==> src/rtl/acondicionador_pkg.sv <==
// Shared types and defaults for the input conditioning stage of the lab FSM.
// Holds the debounce FSM state encoding and the default acceptance length.
package acondicionador_pkg;

  typedef enum logic {
    ESTABLE  = 1'b0,
    CONTANDO = 1'b1
  } estado_antirrebote_t;

  localparam int N_ANTIRREBOTE_DEF = 16;

endpackage

==> src/rtl/antirrebote.sv <==
// One conditioning channel: 2-FF synchroniser, then an N-sample debounce FSM.
// Latency: raw edge captured at k gives nivel at k+1+N; no backpressure.
module antirrebote
  import acondicionador_pkg::*;
#(
  parameter int N_ANTIRREBOTE = N_ANTIRREBOTE_DEF,
  parameter int ANCHO_CNT     = $clog2(N_ANTIRREBOTE + 1)
) (
  input  logic clk,
  input  logic rst,
  input  logic entrada,
  output logic nivel,
  output logic contando
);

  localparam logic [ANCHO_CNT-1:0] CNT_FIN = ANCHO_CNT'(N_ANTIRREBOTE - 1);
  localparam logic [ANCHO_CNT-1:0] CNT_UNO = ANCHO_CNT'(1);

  logic                 s1;
  logic                 s2;
  logic                 q;
  logic                 q_sig;
  logic [ANCHO_CNT-1:0] cnt;
  logic [ANCHO_CNT-1:0] cnt_sig;
  estado_antirrebote_t  estado;
  estado_antirrebote_t  estado_sig;

  always_ff @(posedge clk) begin
    if (rst) begin
      s1     <= 1'b0;
      s2     <= 1'b0;
      q      <= 1'b0;
      cnt    <= '0;
      estado <= ESTABLE;
    end else begin
      s1     <= entrada;
      s2     <= s1;
      q      <= q_sig;
      cnt    <= cnt_sig;
      estado <= estado_sig;
    end
  end

  always_comb begin
    estado_sig = estado;
    q_sig      = q;
    cnt_sig    = cnt;
    case (estado)
      ESTABLE: begin
        cnt_sig = '0;
        if (s2 != q) begin
          // A single-sample window accepts the new level without counting.
          if (N_ANTIRREBOTE == 1) begin
            q_sig = s2;
          end else begin
            estado_sig = CONTANDO;
            cnt_sig    = CNT_UNO;
          end
        end
      end
      CONTANDO: begin
        if (s2 == q) begin
          estado_sig = ESTABLE;
          cnt_sig    = '0;
        end else if (cnt == CNT_FIN) begin
          q_sig      = s2;
          cnt_sig    = '0;
          estado_sig = ESTABLE;
        end else begin
          cnt_sig = cnt + CNT_UNO;
        end
      end
    endcase
  end

  assign nivel    = q;
  assign contando = (estado == CONTANDO);

endmodule

==> src/rtl/acondicionador_entrada.sv <==
// Conditions the raw x switch and step button for the lab FSM: clean x level plus one-cycle paso.
// Latency: x at capture+1+N, paso one cycle after that; no backpressure, outputs are free-running.
module acondicionador_entrada
  import acondicionador_pkg::*;
#(
  parameter int N_ANTIRREBOTE = N_ANTIRREBOTE_DEF,
  parameter int ANCHO_CNT     = $clog2(N_ANTIRREBOTE + 1)
) (
  input  logic clk,
  input  logic rst,
  input  logic sw_x,
  input  logic btn_paso,
  output logic x,
  output logic paso,
  output logic estable
);

  logic q_sw;
  logic q_btn;
  logic q_btn_d;
  logic paso_r;
  logic contando_sw;
  logic contando_btn;

  antirrebote #(
    .N_ANTIRREBOTE (N_ANTIRREBOTE),
    .ANCHO_CNT     (ANCHO_CNT)
  ) u_canal_sw (
    .clk      (clk),
    .rst      (rst),
    .entrada  (sw_x),
    .nivel    (q_sw),
    .contando (contando_sw)
  );

  antirrebote #(
    .N_ANTIRREBOTE (N_ANTIRREBOTE),
    .ANCHO_CNT     (ANCHO_CNT)
  ) u_canal_btn (
    .clk      (clk),
    .rst      (rst),
    .entrada  (btn_paso),
    .nivel    (q_btn),
    .contando (contando_btn)
  );

  // Registering the edge puts paso one cycle behind x, so a simultaneous
  // change presents the new x to the state register together with the step.
  always_ff @(posedge clk) begin
    if (rst) begin
      q_btn_d <= 1'b0;
      paso_r  <= 1'b0;
    end else begin
      q_btn_d <= q_btn;
      paso_r  <= q_btn & ~q_btn_d;
    end
  end

  assign x       = q_sw;
  assign paso    = paso_r;
  assign estable = ~contando_sw & ~contando_btn;

endmodule

==> config.mk <==
export PLATFORM = sky130hd
export DESIGN_NAME = acondicionador_entrada
export DESIGN_NICKNAME = d
export VERILOG_FILES = /design/src/rtl/acondicionador_pkg.sv /design/src/rtl/antirrebote.sv /design/src/rtl/acondicionador_entrada.sv
export SDC_FILE = /design/constraint.sdc
export NUM_CORES = 1
export LEC_CHECK = 0
export ABC_CLOCK_PERIOD_IN_PS = 1550
export BUFFER_PORTS_ARGS = -buffer_cell sky130_fd_sc_hd__clkbuf_2
export CAP_MARGIN = 20
export CORE_MARGIN = 2
export CORE_UTILIZATION = 53
export DETAILED_ROUTE_END_ITERATION = 12
export PLACE_DENSITY = 0.75
export SYNTH_ARGS = -nofsm -noshare
export SYNTH_HDL_FRONTEND = slang
export SYNTH_SLANG_ARGS = --single-unit
==> constraint.sdc <==
create_clock -name clk -period 1.55 [get_ports clk]
set_input_delay 0.2325 -clock clk [delete_from_list [all_inputs] [get_ports clk]]
set_output_delay 0.2325 -clock clk [all_outputs]
set_load 0.1 [all_outputs]
==> results.cfg <==
[synth]
avgSynthCellArea_um2 = 10.4
syn_inst = 68
yosysUniqueCellTypes = 16
synth_fp_nets = 76
ys_seq_area_frac = 0.567
synth_seq_cells = 20
synth_area_um2 = 706
synth_warnings = 0
synth.top_cell.area_share = 0.567
synth_top_cell_by_area = dfxtp_1
ys_top_cells_by_area = dfxtp_1 (57%), ha_1 (7.1%), nor2b_1 (5.3%)

[critical_path]
r2r-end = u_canal_sw.cnt[0]
critPathSlowestCell = dfxtp_1
worstSetupStartpointType = flop
crit_arrival_ns = 1.64
crit_fanout = 3
rr_worst_depth = 6
r2r_slack_ns = 0.14
crit_type = flop to flop
critical_path_required_ns = 1.78
crit_chain = ha_1 > and3_1 > ha_1 > nand2_1 > and3b_1 > a21boi_1
cp-end-kind = flop
crit_top_cell = ha_1
r2r_start = u_canal_sw.cnt[0]
slowest_delay_ns = 0.35

[sta]
fmax_ghz = 0.707
finalHoldViolations = 0
setup_viol = 0
fin_crit_ns = 1.41
fin_crit_sh = 0.912
tns_ns = 0
rsz0062_at_grt = no
worst_pin_slew_ns = 0.537
slew_headroom = 0.643
drv_slew = 0
fin_hold_ws_ns = 0.148
skew_ns = 0.00328

[route]
ant_nets = 0
route.vias.total = 439
drt-total-wl_um = 869
first_pass_iters = 4
drcViolationCount = 0
wl_per_cell_um = 9.45
dr.first_iter.drc_count = 12
avgViaCountPerCell = 4.77

[cts]
cts-buffers-inserted = 3
numClockSinks = 20
clk_pin_slew_ns = 0.11
cts_resized = 0
htree_levels = 1
root_buffer = clkbuf_4
cts_setup_buffers = 0
cts_tree = built
clock_latency_ns = 0.29
cts_hold_buffers = 0
clock_path_buffers = 2

[outcome]
status = finished clean

[grt]
grt_use_total = 0.145
overflow = 0
grt_max_degree = 12
grt_pass1_vias = 336
antenna_found_initial = 0
grt_pass1_wl_um = 1410

[pwr]
swShare = 0.201
p_comb_frac = 0.034
p_clk_frac = 0.343
switchingPower_uw = 170
leakagePower_uw = 0.000331
seqPwrFrac = 0.623
internal-power_uw = 675
vdd_ir_drop_max_mv = 0.823
power_density_nw_per_um2 = 1070

[cells_and_area]
drive_above_1_share = 0.156
antenna_cells = 0
nNetsFinal = 86
final_core_util = 0.625
area.growth.synth_to_final_pct = 12.4
nFillCells = 103

[die]
fp.dieW_um = 40.5
dieArea_um2 = 1640
io_pins = 7
start_util = 0.556
die_y_um = 40.5
fp.coreArea_um2 = 1270
num_rows = 13

[place]
gp_congestion = 0.757
hpwl_um = 635
io_buffers = 6

[worst_hold_path]
hp-start = btn_paso
worst_hold_path_type = input pin to flop
hold_end = u_canal_btn.s1
worstHoldPathCells = 2

[flow_run]
maxCapViolCount = 0
==> metrics by stage <==
stage | instance area, µm² | std cells | power [µW] | setup slack, ns
floorplan | 709 | 68 | 559 | 0.181
global placement | 757 | 88 | 567 | 0.154
detailed placement | 757 | 88 | 567 | 0.140
CTS | 793 | 92 | 851 | 0.117
global route | 793 | 92 | 888 | 0.00515
finish | 793 | 92 | 845 | 0.136
==> cell usage in the layout, fill, tap and decap left out <==
master | netlist | final
nor2_2 | 0 | 1
dfxtp_2 | 0 | 1
clkbuf_8 | 0 | 1
and3_1 | 2 | 2
buf_4 | 0 | 1
dfxtp_1 | 20 | 19
ha_1 | 4 | 4
clkbuf_4 | 0 | 3
and3b_1 | 2 | 2
nor2_1 | 9 | 8
nand3_1 | 4 | 4
nand4bb_1 | 2 | 2
xnor2_1 | 2 | 2
a21boi_1 | 1 | 2
inv_1 | 4 | 4
clkbuf_2 | 0 | 5
nand2_1 | 4 | 4
a21oi_1 | 2 | 2
xor2_1 | 4 | 4
nor2b_1 | 6 | 6
==> how the worst max path moves through the flow <==
stage                          from  depth (start not counted)                  to  slack (ns)
4_1_cts          u_canal_btn.cnt[0]                          6  u_canal_btn.cnt[0]        0.12
6_report          u_canal_sw.cnt[0]                          6   u_canal_sw.cnt[0]        0.14
2_1_floorplan  u_canal_btn.contando                          1             estable        0.18
3_5_place_dp     u_canal_btn.cnt[0]                          6  u_canal_btn.cnt[0]        0.14
3_3_place_gp      u_canal_sw.cnt[0]                          5   u_canal_sw.cnt[3]        0.15
5_1_grt           u_canal_sw.cnt[0]                          5   u_canal_sw.cnt[4]       0.005
==> cell families (layout without fill, tap and decap cells) <==
family / Yosys count / after routing / synth area share
buffers and inverters: 5 / 14 / 0.0266
adders and majority gates: 4 / 4 / 0.0709
DFF: 20 / 20 / 0.567
and+or+nand+nor: 29 / 29 / 0.225
AOI/OAI and AO/OA: 4 / 4 / 0.0355
xor gates and xnor gates: 6 / 6 / 0.0745
==> routing by layer <==
metal | routed length [µm] | track usage | share of wire
met1 | 483 | 0.177 | 0.56
met2 | 341 | 0.187 | 0.39
met3 | 33 | 0.0833 | 0.038
met4 | 11 | 0.100 | 0.013
met5 | 0 | 0 | 0
==> worst max-delay path, delay by kind of cell (launching register included) <==
kind                       cells  cell delay [ns]
AOI/OAI and AO/OA              1             0.14
adders and majority gates      2             0.43
DFF                            1             0.35
and+or+nand+nor                3             0.44
==> cells in the mapped netlist, drive strengths merged <==
master	n
dfxtp	20
clkbuf	1
nand4bb	2
a21boi	2
xor2	4
nand2	4
nor2	9
inv	4
a21oi	2
ha	4
and3b	2
and3	2
xnor2	2
nor2b	6
nand3	4
==> sequential cells by signal, indices dropped and copies added, names as in the netlist <==
signal / flops
u_canal_btn.cnt: 5
u_canal_sw.cnt: 5
paso: 1
q_btn_d: 1
u_canal_btn.contando: 1
u_canal_btn.nivel: 1
u_canal_btn.s1: 1
u_canal_btn.s2: 1
u_canal_sw.contando: 1
u_canal_sw.nivel: 1
u_canal_sw.s1: 1
u_canal_sw.s2: 1
==> layout make-up <==
type	count	area [µm²]	share of cell area
Multi-Input combinational cell	43	289	0.364
Clock buffer	4	36.3	0.0457
Tap cell	15	18.8	0.0237
Timing Repair Buffer	6	32.5	0.0410
Sequential cell	20	402	0.506
Inverter	4	15.0	0.0189
==> power by group through the flow <==
stage	clock [µW]	sequential [µW]	combinational, µW
2_1_floorplan	0	537	22.2
3_3_place_gp	0	538	29.2
3_5_place_dp	0	538	29.2
4_1_cts	295	526	29.4
5_1_grt	329	528	31.8
6_report	290	526	28.9
(Power assumes the default switching activity.)
